--- config.mk ---
export PLATFORM = sky130hd
export DESIGN_NAME = jtag_host_driver
export DESIGN_NICKNAME = d
export VERILOG_FILES = /design/src/rtl/jtag_host_pkg.sv /design/src/rtl/jtag_host_tck_gen.sv /design/src/rtl/jtag_host_driver.sv
export SDC_FILE = /design/constraint.sdc
export NUM_CORES = 1
export LEC_CHECK = 0
export CORE_MARGIN = 2
export CORE_UTILIZATION = 50
export CTS_BUF_LIST = sky130_fd_sc_hd__clkbuf_8
export DETAILED_ROUTE_END_ITERATION = 7
export GPL_ROUTABILITY_DRIVEN = 0
export GPL_TIMING_DRIVEN = 0
export PLACE_DENSITY = 0.74
export SYNTH_ARGS = -nofsm -noshare
export SYNTH_HDL_FRONTEND = slang
export SYNTH_SLANG_ARGS = --single-unit
--- constraint.sdc ---
create_clock -name sys_clk -period 5.9 [get_ports sys_clk]
set_input_delay 0.59 -clock sys_clk [delete_from_list [all_inputs] [get_ports sys_clk]]
set_output_delay 0.59 -clock sys_clk [all_outputs]
set_load 0.01 [all_outputs]
--- src/rtl/jtag_host_pkg.sv ---
// Shared types and TMS sequencing constants for the JTAG host driver.
// TMS vectors are listed LSB-first: bit 0 is driven on the first tck of the sequence.
package jtag_host_pkg;

    typedef enum logic [1:0] {
        OP_RESET    = 2'd0,
        OP_IDLE     = 2'd1,
        OP_SHIFT_IR = 2'd2,
        OP_SHIFT_DR = 2'd3
    } op_e;

    typedef enum logic [2:0] {
        ST_IDLE,
        ST_PRE,
        ST_SCAN,
        ST_POST,
        ST_RSP
    } state_e;

    // Five ones force Test-Logic-Reset from any state, the trailing zero parks in Run-Test/Idle
    localparam logic [5:0] RESET_TMS  = 6'b011111;
    localparam int         RESET_LEN  = 6;
    localparam logic [5:0] DR_PRE_TMS = 6'b000001;
    localparam int         DR_PRE_LEN = 3;
    localparam logic [5:0] IR_PRE_TMS = 6'b000011;
    localparam int         IR_PRE_LEN = 4;
    // Exit1 -> Update -> Run-Test/Idle
    localparam logic [5:0] POST_TMS   = 6'b000001;
    localparam int         POST_LEN   = 2;

    function automatic logic is_shift(input op_e op);
        return (op == OP_SHIFT_IR) || (op == OP_SHIFT_DR);
    endfunction

endpackage

--- src/rtl/jtag_host_tck_gen.sv ---
// tck generator: CLK_DIV sys_clk cycles per half-period, low phase first.
// Strobes are asserted in the sys_clk cycle whose closing edge moves tck.
module jtag_host_tck_gen #(
    parameter int CLK_DIV = 4
) (
    input  logic sys_clk,
    input  logic sys_rst_n,
    input  logic run,
    output logic tck,
    output logic fall_stb,
    output logic rise_stb
);
    localparam int CW = (CLK_DIV > 1) ? $clog2(CLK_DIV) : 1;

    logic [CW-1:0] cnt;
    logic          terminal;

    assign terminal = (cnt == CW'(CLK_DIV - 1));
    assign rise_stb = run && terminal && !tck;
    assign fall_stb = run && terminal && tck;

    // Dropping run parks tck low and restarts the phase counter
    always_ff @(posedge sys_clk or negedge sys_rst_n) begin
        if (!sys_rst_n) begin
            cnt <= '0;
            tck <= 1'b0;
        end else if (!run) begin
            cnt <= '0;
            tck <= 1'b0;
        end else if (terminal) begin
            cnt <= '0;
            tck <= ~tck;
        end else begin
            cnt <= cnt + CW'(1);
        end
    end

endmodule

--- src/rtl/jtag_host_driver.sv ---
// JTAG probe-side host: runs TAP reset / idle / IR scan / DR scan commands and returns captured tdo.
// Optional JTAG_HOST_TRST_EN adds an active-low trst output released during the RESET command.
module jtag_host_driver
    import jtag_host_pkg::*;
#(
    parameter  int CLK_DIV = 4,
    parameter  int MAX_LEN = 32,
    localparam int LW      = $clog2(MAX_LEN + 1)
) (
    input  logic               sys_clk,
    input  logic               sys_rst_n,
    input  logic               cmd_valid,
    output logic               cmd_ready,
    input  op_e                cmd_op,
    input  logic [LW-1:0]      cmd_len,
    input  logic [MAX_LEN-1:0] cmd_data,
    output logic               rsp_valid,
    input  logic               rsp_ready,
    output logic [MAX_LEN-1:0] rsp_data,
    output logic               rsp_err,
    output logic               busy,
    output logic               tck,
    output logic               tms,
    output logic               tdi,
`ifdef JTAG_HOST_TRST_EN
    output logic               trst,
`endif
    input  logic               tdo
);
    // Counter must also span the 6-tck reset sequence when MAX_LEN is tiny
    localparam int CW = (LW > 3) ? LW : 3;

    state_e             state, state_nxt;
    op_e                op_q;
    logic [LW-1:0]      len_q;
    logic [CW-1:0]      bit_cnt;
    logic [MAX_LEN-1:0] sreg;
    logic [MAX_LEN:0]   sreg_sh;
    logic [LW-1:0]      shamt;
    logic               tdo_q, err_q, tap_known;
    logic               run, fall_stb, rise_stb;
    logic               accept, cmd_err, last_bit;
    logic [5:0]         pre_tms, pre_sh, post_sh;
    int                 pre_len;

    jtag_host_tck_gen #(.CLK_DIV(CLK_DIV)) u_tck_gen (
        .sys_clk  (sys_clk),
        .sys_rst_n(sys_rst_n),
        .run      (run),
        .tck      (tck),
        .fall_stb (fall_stb),
        .rise_stb (rise_stb)
    );

    assign accept  = cmd_valid && cmd_ready;
    assign cmd_err = (cmd_len > LW'(MAX_LEN))
                  || (is_shift(cmd_op) && (cmd_len == '0))
                  || ((cmd_op != OP_RESET) && !tap_known);

    always_comb begin
        pre_tms = DR_PRE_TMS;
        pre_len = DR_PRE_LEN;
        case (op_q)
            OP_RESET:    begin pre_tms = RESET_TMS;  pre_len = RESET_LEN;  end
            OP_SHIFT_IR: begin pre_tms = IR_PRE_TMS; pre_len = IR_PRE_LEN; end
            default: ;
        endcase
    end

    assign pre_sh  = pre_tms >> bit_cnt;
    assign post_sh = POST_TMS >> bit_cnt;
    assign shamt   = LW'(MAX_LEN) - len_q;
    assign sreg_sh = {tdo_q, sreg};

    always_comb begin
        last_bit = 1'b0;
        case (state)
            ST_PRE:  last_bit = (bit_cnt == CW'(pre_len - 1));
            ST_SCAN: last_bit = (bit_cnt == CW'(len_q) - CW'(1));
            ST_POST: last_bit = (bit_cnt == CW'(POST_LEN - 1));
            default: ;
        endcase
    end

    always_ff @(posedge sys_clk or negedge sys_rst_n) begin
        if (!sys_rst_n) state <= ST_IDLE;
        else            state <= state_nxt;
    end

    always_comb begin
        state_nxt = state;
        case (state)
            ST_IDLE: if (accept) begin
                if (cmd_err)                                         state_nxt = ST_RSP;
                else if (cmd_op == OP_IDLE)                          state_nxt = (cmd_len == '0) ? ST_RSP : ST_SCAN;
                else                                                 state_nxt = ST_PRE;
            end
            ST_PRE:  if (fall_stb && last_bit) state_nxt = (op_q == OP_RESET) ? ST_RSP : ST_SCAN;
            ST_SCAN: if (fall_stb && last_bit) state_nxt = is_shift(op_q) ? ST_POST : ST_RSP;
            ST_POST: if (fall_stb && last_bit) state_nxt = ST_RSP;
            ST_RSP:  if (rsp_ready)            state_nxt = ST_IDLE;
            default:                           state_nxt = ST_IDLE;
        endcase
    end

    // tms/tdi decode from registers that only move on tck falls or at command start
    always_comb begin
        rsp_valid = (state == ST_RSP);
        cmd_ready = (state == ST_IDLE) && !rsp_valid;
        busy      = (state == ST_PRE) || (state == ST_SCAN) || (state == ST_POST);
        run       = busy;
        tms       = 1'b1;
        tdi       = 1'b0;
        case (state)
            ST_PRE:  tms = pre_sh[0];
            ST_SCAN: begin
                tms = is_shift(op_q) && last_bit;
                tdi = is_shift(op_q) && sreg[0];
            end
            ST_POST: tms = post_sh[0];
            default: ;
        endcase
    end

    // tdo lands in tdo_q before the rise and enters the shift register on the following fall,
    // so tdi (sreg[0]) never moves while tck is high
    always_ff @(posedge sys_clk or negedge sys_rst_n) begin
        if (!sys_rst_n) begin
            op_q      <= OP_RESET;
            len_q     <= '0;
            bit_cnt   <= '0;
            sreg      <= '0;
            tdo_q     <= 1'b0;
            err_q     <= 1'b0;
            rsp_data  <= '0;
            tap_known <= 1'b0;
        end else begin
            if (accept) begin
                op_q    <= cmd_op;
                len_q   <= cmd_len;
                sreg    <= cmd_data;
                err_q   <= cmd_err;
                bit_cnt <= '0;
            end else if (fall_stb) begin
                bit_cnt <= last_bit ? '0 : bit_cnt + CW'(1);
                if ((state == ST_SCAN) && is_shift(op_q))
                    sreg <= sreg_sh[MAX_LEN:1];
            end
            if (rise_stb)
                tdo_q <= tdo;
            if ((state != ST_RSP) && (state_nxt == ST_RSP))
                rsp_data <= (state == ST_POST) ? (sreg >> shamt) : '0;
            if ((state == ST_PRE) && (op_q == OP_RESET) && fall_stb && last_bit)
                tap_known <= 1'b1;
        end
    end

    assign rsp_err = err_q;

`ifdef JTAG_HOST_TRST_EN
    // Released on the fall that ends the 5th reset tck; sticky until sys_rst_n
    always_ff @(posedge sys_clk or negedge sys_rst_n) begin
        if (!sys_rst_n)
            trst <= 1'b0;
        else if ((state == ST_PRE) && (op_q == OP_RESET) && fall_stb && (bit_cnt == CW'(4)))
            trst <= 1'b1;
    end
`endif

endmodule

# After elaboration in Yosys (flattened, before gate mapping)
# Index checks and enable logic that the tools add are counted.
dict set report word_totals {
  regBits 87
  inputBits 45
  output_inout_bits 39
  elab_cells 95
}
dict set report classes {
  addsub 5
  n_lt_le_gt_ge 1
  n_eq_ne 16
  shift 3
  muxes 27
  bitwise 1
  n_reduce_logical 31
}
# cell n
set ops {}
lappend ops {{$mux 32} 4}
lappend ops {{$shr 32x6->32} 1}
lappend ops {{$mux 3} 10}
lappend ops {{$mux 6} 3}
lappend ops {{$logic_and 1x1->1} 15}
lappend ops {{$pmux 3 s5} 1}
lappend ops {{$eq 6x6->1} 2}
lappend ops {{$eq 2x2->1 const B} 5}
lappend ops {{$pmux 5 s2} 1}
lappend ops {{$add 6x1->6 const B} 1}
lappend ops {{$eq 3x2->1 const B} 2}
lappend ops {{$eq 3x3->1 const B} 2}
lappend ops {{$eq 6x1->1 const B} 1}
lappend ops {{$gt 6x6->1 const B} 1}
lappend ops {{$logic_not 6->1} 1}
lappend ops {{$logic_or 1x1->1} 6}
lappend ops {{$pmux 1 s3} 2}
lappend ops {{$pmux 3 s2} 1}
lappend ops {{$reduce_bool 2->1} 3}
lappend ops {{$shr 1x6->1 const A} 1}
lappend ops {{$shr 6x6->1} 1}
lappend ops {{$sub 6x1->6 const B} 1}
lappend ops {{$sub 6x2->6 const B} 1}
lappend ops {{$sub 6x6->6 const A} 1}
lappend ops {{12 further kinds} 17}

# Logic depth before layout (Yosys ltp)
# Gate-level depths: netlist of the first run.
dict set report depth {
  ltp_word 10
  depth_mapped 12
  mapped_depth_nobuf 8
}

# Hierarchy
# Synthesis of the first run repeated with hierarchy kept, for this count alone.
dict set report hier_totals {
  cells_unflattened 601
  hier_area_um2 5793.1
}
# module n_inst cells_per_inst area_per_inst_um2 seq_area_each_um2
set by_module_without_submodules {}
lappend by_module_without_submodules {jtag_host_driver 1 590 5661.7 2102.0}
lappend by_module_without_submodules {jtag_host_tck_gen 1 11 131.4 75.1}

# Worst setup path after synthesis of the first run
# No wires, ideal clock.
dict set report synth_path {
  path_type {reg-to-output}
  startpoint {register len_q[0]}
  endpoint {output tms}
  t_arrival_ns 3.067
  required_ns 5.310
  slack_ns 2.243
  path_stages_with_launch 11
  n_path_buf 2
  path_cell_list {dfrtp_1 > buf_4 > buf_1 > inv_1 > ha_1 > or4b_2 > o21ai_0 > mux2_2 > nand3_1 > or3_4 > o221ai_1}
}
dict set report synth_via {
  elab_chain_cells 5
}
# element line
set synth_rtl {}
lappend synth_rtl {{start: declaration} jtag_host_driver.sv:35} ;# logic [LW-1:0] len_q;
lappend synth_rtl {{start signal: assignment} jtag_host_driver.sv:140} ;# len_q <= cmd_len;
lappend synth_rtl {{$sub 6x1->6} jtag_host_driver.sv:79} ;# ST_SCAN: last_bit = (bit_cnt == CW'(len_q) - CW'(1));
lappend synth_rtl {{$eq 6x6->1} jtag_host_driver.sv:79}
lappend synth_rtl {{$pmux 1 s3} jtag_host_driver.sv:77} ;# case (state)
lappend synth_rtl {{$logic_and 1x1->1} jtag_host_driver.sv:117} ;# tms = is_shift(op_q) && last_bit;
lappend synth_rtl {{$pmux 1 s3} jtag_host_driver.sv:114} ;# case (state)
lappend synth_rtl {{end: declaration} jtag_host_driver.sv:23} ;# output logic tms,
# No other way between the ends.

# Worst setup path after layout of the first run
# Same ends and word-level chain as after synthesis.

==> impl_results.md, run 1 <==
- Post-synthesis sequential area ratio: 37.00%
- H-tree Lvls: 3
- Gr usage total: 24.64%
- Total power: 0.003817 W
- M3 GR Usage: 5.184%
- Hold-fix buffers, CTS: 0
- Routed wire length per instance: 18.44 µm
- Hold slack: 168.6 ps
- CTS clk-pin slew, worst paths: 80 ps
- CP Data Arrival Time: 4330 ps
- Vias: 5103
- Rel. slew slack: 52.68%
- Largest net degree at the start of global routing: 51
- Synth Area in Simple Gates: 15.31%
- Combinational family with the most area after synthesis: multiplexers
- Met2 Usage GRT: 39.36%
- Pleak: 2.863 nW
- Chip Height: 112.5 µm
- Power per Cell Area: 535.6 nW/µm²
- Fill cells: 952
- XOR/XNOR Fraction of Synth Area: 1.892%
- Placed cell area: 6919 µm²
- DP HPWL: 11.69 mm
- IO buf count: 83
- Worst hold-check path type: input port to asynchronous set/reset pin
- Initial antenna violation count: 0
- Async S/R FF share, synth: 100.0%
- TNS Setup: 0 ps
- Critical path required time: 5310 ps
- Core Region: 11470 µm²
- Fraction of the mapped netlist area in adder cells: 1.021%
- Nets@finish: 730
- FP Rows: 39
- CTS Root Cell: clkbuf_8
- Boundary Pins: 84
- Synth area leaders: dfrtp_1 37%, mux4_2 11%, mux2i_1 9.7%, mux2_2 8.2%, nand2_1 5.2%
- Grt met1 use: 33.83%
- Post-Syn Area: 5884 µm²
- Worst-Margin Slew: 708.3 ps
- Post-synthesis compound-gate area fraction: 11.46%
- Syn_nets: 635
- MaxCap Viol Count: 0
- Remaining routing DRC violations: 0
- Syn avg cell area: 10.04 µm²
- Worst skew pair latency: 380 ps
- R2R Setup Slk: 1850 ps
- Max Clock Skew: 6.931 ps
- Die extent in x: 112.5 µm
- Global-route wire length before repair: 25.06 mm
- EDFF count, synth: 0
- Startpoint Class: flip-flop
- Vias in the first global route: 4968
- Clock sink count: 87
- Post-synthesis mux area share: 29.02%
- Pre-antenna DRT Iters: 7
- Postcts setup bufs: 0
- Count leader, synth: dfrtp_1
- Final setup violation count: 0
- Ys Warns: 0
- Multi-input logic area: 3455 µm²
- Initial DRC count: 391
- Top-area cell type share of the netlist area: 37.00%
- CP Capture Type: primary output
- Post-synth cell types: 60
- Count of final max-slew check failures: 0
- Yosys top cell by area: dfrtp_1
- Post-synth top cells: 87 x dfrtp_1, 82 x nand2_1, 57 x mux2i_1, 47 x o21ai_0, 43 x mux2_2
- Post-Route WL: 15.29 mm
- #FFs+latches synth: 87
- Resized cells post-CTS: 0
- Post-DR vias/cell: 6.156
- Share of layout cells above drive strength 1: 16.33%
- Hold Fails Final Rpt: 0
- Status: complete, no violations
- ANT cells: 0
- Final min period: 4925 ps
- Antenna Violating Nets Remaining: 0
- Design Area, Final: 7127 µm²
- DIE AREA: 12650 µm²
- Overflow after GRT: 0
- Ys flop type: dfrtp_1
- Tcrit/Tclk final: 83.47%
- Area delta synth->final: 21.11%
- TritonCTS clock tree: done
- CP max FO: 10
- Seq. cell area: 2177 µm²
- RSZ-0062 raised after global routing: false
- TritonCTS Buffers: 9
- Starting Density: 51.31%
- CP Class: flip-flop to primary output
- Clock Tree Buf Depth: 2
- Peak VDD IR: 0.2677 mV
- Fin util: 62.15%
- Maximum clock frequency: 203.1 MHz
- Most Crowded Layer GR: met2
- Post-Synthesis Cells: 586
[power breakdown]
group          leakage (nW)  internal [W]  switching (W)  total, W
logic                  1.62       0.00103        0.00141   0.00243
clock network         0.105      0.000218       0.000220  0.000438
registers              1.14      0.000737       0.000209  0.000946
total                  2.86       0.00198        0.00184   0.00382
[final timing paths]
path,from,end,depth (start not counted)
worst max-delay path,len_q[0],tms,11
worst min-delay path,sys_rst_n,tdo_q,1
worst max register to register,len_q[0],rsp_data[7],12
worst min register to register,u_tck_gen.cnt[0],u_tck_gen.cnt[0],1
max in group asynchronous,sys_rst_n,rsp_data[8],2
min in group sys_clk,u_tck_gen.cnt[0],u_tck_gen.cnt[0],1
[placed cells by master, fill, tap and decap left out, types with 5 or more instances in the layout]
cell and instances:
nor2_1 37, nand2_1 82, or3_1 6, inv_1 15, o21ai_0 47, clkbuf_1 28, nor3_1 10, a21oi_1 19
xnor2_1 6, o31ai_1 6, dfrtp_1 87, clkbuf_8 11, o22ai_1 11, nor4_1 5, mux2_2 43, mux2i_1 57
buf_2 7, nand2b_1 5, nor2b_1 6, nor3b_1 5, clkdlybuf4s50_1 82, nand3_1 10, mux4_2 29
[registers in the layout (all words and copies together), names as in the netlist]
signal,cells
tdo_q,1
tap_known,1
len_q,6
sreg,32
rsp_err,1
rsp_data,32
state,3
u_tck_gen.cnt,2
op_q,2
bit_cnt,6
u_tck_gen.tck,1
[routing by layer]
| layer | part of all wire (%) | wire length, µm |
|---|---|---|
| met1 | 43 | 6644 |
| met2 | 47 | 7201 |
| met3 | 7.5 | 1147 |
| met4 | 1.9 | 297 |
| met5 | 0 | 0 |
[worst max-delay path: stages (launching register included)]
cell and delay, ps:
dfrtp_1 350, buf_4 200, buf_1 480, inv_1 180, ha_1 360, or4b_2 640
o21ai_0 120, mux2_2 220, nand3_1 200, or3_4 430, o221ai_1 200, clkdlybuf4s50_1 570
[kinds of logic (layout without fill, tap and decap cells)]
logic type	Yosys count	in the layout
compound gates	109	109
simple gates	188	188
flops	87	87
fa+ha+maj	5	5
buf+inv	57	157
mux	129	129
xor+xnor	11	11
[cell type report]
class                      count  area share [%]
inverter                      15          0.7900
clock buffer                  11           2.124
buffer                        42           2.756
timing repair buffer          84           12.01
multi-input combinational    442           48.47
clock inverter                 5          0.7900
tap                          143           2.511
sequential                    87           30.55
[metrics by stage]
step / instances / setup WS, ps
global route: 829 / 731.0
finish: 829 / 975.3
floorplan: 586 / 2243
detailed placement: 813 / 1433
CTS: 829 / 990.3
global placement: 812 / 1200
(Power assumes the default switching activity.)
==> inputs of run 2 (changes only) <==
--- a/config.mk
+++ b/config.mk
@@ -11,7 +11,7 @@
 export DETAILED_ROUTE_END_ITERATION = 7
 export GPL_ROUTABILITY_DRIVEN = 0
 export GPL_TIMING_DRIVEN = 0
-export PLACE_DENSITY = 0.74
+export PLACE_DENSITY = 0.77
 export SYNTH_ARGS = -nofsm -noshare
 export SYNTH_HDL_FRONTEND = slang
 export SYNTH_SLANG_ARGS = --single-unit
==> constraint.sdc (replaced) <==
create_clock -name sys_clk -period 4 [get_ports sys_clk]
set_input_delay 0.4 -clock sys_clk [delete_from_list [all_inputs] [get_ports sys_clk]]
set_output_delay 0.4 -clock sys_clk [all_outputs]
set_load 0.01 [all_outputs]
==> run 2 against run 1 <==
Effect of this change:
- sequential cell count stayed put
- power grew 44%
- global-route usage decreased by 0.76 points
- first-iteration DRC count rose by 2.6%
==> impl_results.md, run 2 (same netlist as run 1, synthesis figures left out) <==
- Worst r2r dst: rsp_data[7]
- Sequential share of power: 25.4% (+0.6 points)
- Fin util: 61.92% (-0.23 points)
- Most frequent cells in the layout: 87 x dfrtp_1, 82 x nand2_1, 81 x clkdlybuf4s50_1, 57 x mux2i_1, 47 x o21ai_0
- Tcrit/Tclk final: 95.30%
- ANT cells: 0 (unchanged)
- Final setup violation count: 0 (unchanged)
- Core Region: 11470 µm² (unchanged)
- RR Startpoint: len_q[0]
- Pre-antenna DRT Iters: 5 (-2)
- Largest net degree at the start of global routing: 77 (+51%)
- CTS Root Cell: clkbuf_8
- Gr usage total: 23.88% (-0.76 points)
- Overflow after GRT: 0 (unchanged)
- CTS clk-pin slew, worst paths: 80 ps (about the same)
- Commonest non-fill, non-tap cell in the layout: dfrtp_1
- Power per Cell Area: 772.0 nW/µm² (+44%)
- DIE AREA: 12650 µm² (unchanged)
- Initial DRC count: 401 (+2.6%)
- Worst hold-check path type: input port to asynchronous set/reset pin
- IO buf count: 83 (unchanged)
- Max Clock Skew: 8.145 ps (+1.214 ps)
- Final min period: 3812 ps
- Setup ws final: 187.9 ps (-787.5 ps)
- Count of final max-slew check failures: 0 (unchanged)
- Switching part of the total power: 48.25% (+0.13 points)
- Die extent in x: 112.5 µm (unchanged)
- CP Class: flip-flop to primary output
- Share of layout cells above drive strength 1: 16.20% (-0.12 points)
- Post-DR vias/cell: 6.027 (-2.1%)
- Status: complete, no violations
- Startpoint Class: flip-flop
- H-tree Lvls: 3 (unchanged)
- Antenna Violating Nets Remaining: 0 (unchanged)
- Critical path required time: 3600 ps (-1710 ps)
- CP Data Arrival Time: 3410 ps (-920 ps)
- Placement Setup Slack: -291.7 ps (-1724 ps)
- Comb pwr share: 64.7% (+1.0 points)
- Post-Layout Cell Count: 828 (-0.12%)
- Int Power: 0.002837 W (+43%)
- R2R Setup Slk: 530 ps (-1320 ps)
- Clk pwr share: 9.9% (-1.6 points)
- FP Rows: 39 (unchanged)
- Rel. slew slack: 49.67% (-3.0 points)
- Postcts setup bufs: 0 (unchanged)
- Total power: 0.005481 W (+44%)
- Vias: 4990 (-2.2%)
- Worst-Margin Slew: 753.3 ps (+44.98 ps)
- CP Capture Type: primary output
- Register-to-Register Path Depth: 11 (-1)
- Nets@finish: 730 (unchanged)
- Initial antenna violation count: 0 (unchanged)
- CP max FO: 19 (+9)
- Biggest registers after layout: rsp_data x32, sreg x32
- Maximum clock frequency: 262.3 MHz
- RSZ-0062 raised after global routing: false
- Global-route wire length before repair: 24.28 mm (-3.1%)
- DP HPWL: 11.30 mm (-3.3%)
- Hold Fails Final Rpt: 0 (unchanged)
- Chip Height: 112.5 µm (unchanged)
- Routed wire length per instance: 17.70 µm (-4.0%)
- Area delta synth->final: 20.67%
- Remaining routing DRC violations: 0 (unchanged)
- TritonCTS clock tree: done
- MaxCap Viol Count: 0 (unchanged)
- Placed instance count: 813 (unchanged)
- Starting Density: 51.31% (unchanged)
- Post-Route WL: 14.66 mm (-4.1%)
- Pleak: 2.851 nW (-0.43%)
- Clock sink count: 87 (unchanged)
- Switch Pwr: 0.002645 W (+44%)
- Peak VDD IR: 0.3727 mV (+39%)
- Worst skew pair latency: 370 ps (about the same)
- TritonCTS Buffers: 9 (unchanged)
- Vias in the first global route: 4836 (-2.7%)
- Boundary Pins: 84 (unchanged)
- Clock Tree Buf Depth: 2 (unchanged)
==> run 2: changes by cell type in the layout (fill, tap and decap cells not counted), sizes merged <==
cell / change
buf: -1
bufinv: -1
clkbuf: -1
clkdlybuf4s50: -1
dlygate4sd2: +1
dlygate4sd3: +1
inv: +1
==> run 2: how the worst max path moves through the flow <==
stage,start,endpoint,slack (ps),cells after the start
2_1_floorplan,len_q[0],tms,530,10
3_3_place_gp,sys_rst_n,rsp_data[1],-490,1
3_5_place_dp,len_q[0],tms,-290,11
4_1_cts,len_q[0],tms,190,10
5_1_grt,len_q[0],tms,70,10
6_report,len_q[0],tms,190,10
==> run 2: power by group through the flow <==
stage / logic [W] / clock network [W] / registers, W
after floorplan: 0.00266 / 0 / 0.00128
after CTS: 0.00346 / 0.000549 / 0.00138
final: 0.00355 / 0.000541 / 0.00139
after global routing: 0.00384 / 0.000580 / 0.00143
after detailed placement: 0.00342 / 0 / 0.00140
after global placement: 0.00336 / 0 / 0.00137
==> run 2: final cells by class <==
cell class	count	area (µm²)
Buffer	41	200.2
Clock buffer	10	137.6
Clock inverter	5	26.28
Fill cell	933	4367
Inverter	15	56.30
Multi-Input combinational cell	442	3460
Sequential cell	87	2177
Tap cell	143	178.9
Timing Repair Buffer	85	864.6
==> run 2: critical path, cell delays in order (launching register included) <==
cell	delay, ps
dfrtp_1	380
buf_8	200
inv_1	100
ha_1	320
or4b_2	650
o21ai_0	120
mux2_2	220
nand3_2	140
or3_4	400
o221ai_1	220
dlygate4sd2_1	290
==> run 2: what timing repair did <==
item / CTS / global route
endpoints found under the hold margin: 11 / 0
gates resized for setup: 4 / 0
hold buffers: 1 / 0
endpoints found under the setup margin: 1 / 0
==> run 2: metrics by stage <==
stage	area (µm²)	hold WS, ps	setup TNS (ps)
final	7101	419.9	0
after global routing	7101	453.2	0
after CTS	7101	413.6	0
after detailed placement	6919	266.0	-291.7
after global placement	6894	428.7	-41960
after floorplan	5884	104.4	0
==> run 2: layer usage <==
layer	vias to the layer above	track usage [%]	wire, µm
met5	-	0	0
met2	197	37.95	6797
met3	24	3.834	981
li1	2331	-	-
met4	0	8.455	312
met1	2438	33.50	6567
==> inputs of run 3 (changes only) <==
--- a/config.mk
+++ b/config.mk
@@ -5,7 +5,6 @@
 export SDC_FILE = /design/constraint.sdc
 export NUM_CORES = 1
 export LEC_CHECK = 0
-export CORE_MARGIN = 2
 export CORE_UTILIZATION = 50
 export CTS_BUF_LIST = sky130_fd_sc_hd__clkbuf_8
 export DETAILED_ROUTE_END_ITERATION = 7
==> run 3 against run 2 <==
Effect of this change:
- global-route usage is 1.0 points higher
- via count up 0.20%
- clock skew grew 0.89 ps
- clock power is 28% higher
- routed wire length down 0.28%
- hold slack improved by 32 ps
- critical path type unchanged
- highest routed layer unchanged
==> impl_results.md, run 3 (same netlist as run 1, synthesis figures left out) <==
- Status: complete, no violations
- Max Clock Skew: 9.040 ps (+0.8949 ps)
- Pleak: 2.885 nW (+1.2%)
- Final setup violation count: 0 (unchanged)
- DP HPWL: 11.21 mm (-0.78%)
- Gr usage total: 24.92% (+1.0 points)
- Placement Setup Slack: -284.9 ps (+6.833 ps)
- Count of final max-slew check failures: 0 (unchanged)
- Hold Fails Final Rpt: 0 (unchanged)
- Total power: 0.005617 W (+2.5%)
- Power per Cell Area: 783.9 nW/µm² (+1.5%)
- Setup ws final: 217.5 ps (+29.61 ps)
- TritonCTS Buffers: 9 (unchanged)
- Area delta synth->final: 21.77%
- Commonest non-fill, non-tap cell in the layout: dfrtp_1
- Clock Tree Buf Depth: 2 (unchanged)
- Starting Density: 51.31% (unchanged)
- Switch Pwr: 0.002627 W (-0.66%)
- Most Crowded Layer GR: met2
- Biggest registers after layout: rsp_data x32, sreg x32
- Postcts setup bufs: 0 (unchanged)
- Hold slack: 452.3 ps (+32.37 ps)
- Final min period: 3783 ps (-29.61 ps)
- Clk pwr share: 12.3% (+2.4 points)
- Fill cells: 958 (+2.7%)
- TritonCTS clock tree: done
- CP max FO: 19 (unchanged)
- Worst hold-check path type: flip-flop to flip-flop
- Grt met1 use: 34.41% (+0.91 points)
- Routed wire length per instance: 17.63 µm (-0.40%)
- Antenna Violating Nets Remaining: 0 (unchanged)
- ANT cells: 0 (unchanged)
- Switching part of the total power: 46.77% (-1.5 points)
- Largest net degree at the start of global routing: 54 (-30%)
- Initial DRC count: 476 (+19%)
- Core Region: 11470 µm² (unchanged)
- Worst-Margin Slew: 822.6 ps (+69.34 ps)
- Rel. slew slack: 45.04% (-4.6 points)
- CP Data Arrival Time: 3380 ps (-30 ps)
- Int Power: 0.002990 W (+5.4%)
- Tcrit/Tclk final: 94.56% (-0.74 points)
- Pre-antenna DRT Iters: 5 (unchanged)
- Critical path required time: 3600 ps (about the same)
- Worst skew pair latency: 370 ps (about the same)
- Global-route wire length before repair: 24.52 mm (+0.99%)
- Vias: 5000 (+0.20%)
- Maximum clock frequency: 264.4 MHz (+0.78%)
- M3 GR Usage: 4.555% (+0.72 points)
- CP Class: flip-flop to primary output
- Chip Height: 110.5 µm (-1.8%)
- DIE AREA: 12210 µm² (-3.5%)
- Comb pwr share: 63.0% (-1.7 points)
- Remaining routing DRC violations: 0 (unchanged)
- Clock sink count: 87 (unchanged)
- Vias in the first global route: 4926 (+1.9%)
- CTS Root Cell: clkbuf_8
- Sequential share of power: 24.7% (-0.7 points)
- Post-DR vias/cell: 6.031 (about the same)
- CTS clk-pin slew, worst paths: 80 ps (about the same)
- Boundary Pins: 84 (unchanged)
- MaxCap Viol Count: 0 (unchanged)
- Met2 Usage GRT: 39.34% (+1.4 points)
- Die extent in x: 110.5 µm (-1.8%)
- RSZ-0062 raised after global routing: false
- Startpoint Class: flip-flop
- Post-Layout Cell Count: 829 (+0.12%)
- Peak VDD IR: 0.3699 mV (-0.77%)
- CP Capture Type: primary output
- Share of layout cells above drive strength 1: 16.18% (-0.024 points)
- H-tree Lvls: 3 (unchanged)
- Post-Route WL: 14.62 mm (-0.28%)
- Nets@finish: 730 (unchanged)
- Placed instance count: 813 (unchanged)
- Initial antenna violation count: 0 (unchanged)
- FP Rows: 39 (unchanged)
- Overflow after GRT: 0 (unchanged)
- Most frequent cells in the layout: 87 x dfrtp_1, 82 x nand2_1, 81 x clkdlybuf4s50_1, 57 x mux2i_1, 47 x o21ai_0
- IO buf count: 83 (unchanged)
## run 3: per-stage QoR
| stage | util [%] | TNS (ps) | area (µm²) |
|---|---|---|---|
| floorplan | - | 0 | 5884 |
| global route | 62.49 | 0 | 7166 |
| detailed placement | 60.34 | -319.6 | 6919 |
| finish | 62.49 | 0 | 7166 |
| global placement | 60.12 | -41840 | 6894 |
| CTS | 62.49 | 0 | 7166 |
## run 3: layer usage
layer	share of wire (%)	routed length (µm)	vias to the layer above
li1	-	-	2333
met1	43	6322	2382
met2	47	6811	246
met3	7.8	1147	39
met4	2.3	335	0
met5	0	0	-
## run 3: worst paths after layout
path / startpoint / end / slack, ps / cells after the start
min in group asynchronous: sys_rst_n / u_tck_gen.cnt[1] / 530 / 2
max in group asynchronous: sys_rst_n / rsp_data[10] / 2850 / 3
max reg2reg: len_q[0] / rsp_data[7] / 470 / 11
min: u_tck_gen.cnt[0] / u_tck_gen.cnt[0] / 450 / 1
min reg2reg: u_tck_gen.cnt[0] / u_tck_gen.cnt[0] / 450 / 1
max: len_q[0] / tms / 220 / 10
## run 3: power by group through the flow
stage	clock network [W]	registers, W	logic [W]
after floorplan	0	0.00128	0.00266
after global placement	0	0.00137	0.00335
after detailed placement	0	0.00139	0.00343
after CTS	0.000705	0.00138	0.00345
after global routing	0.000738	0.00143	0.00385
final	0.000691	0.00139	0.00354
## run 3: repair_timing
item / CTS / global route
endpoints found under the setup margin: 2 / 0
gates resized for setup: 5 / 0
hold buffers: 1 / 0
hold endpoints to repair: 9 / 0
## run 3: area by class of cell
cell class	count	area (µm²)	area share, %
flip-flops and latches	87	2177	30.38
clock inverters	5	72.57	1.013
well taps	143	178.9	2.497
inverters	15	56.30	0.7858
clock buffers	11	151.4	2.113
multi-input cells	442	3460	48.28
plain buffers	41	205.2	2.864
repair buffers	85	864.6	12.07
## run 3: worst max-delay path, stage by stage, from the launching register on
cell           delay (ps)
dfrtp_1               400
buf_12                180
inv_1                  90
ha_1                  330
or4b_2                630
o21ai_0               120
mux2_2                230
nand3_2               140
or3_4                 410
o221ai_1              210
dlygate4sd2_1         290
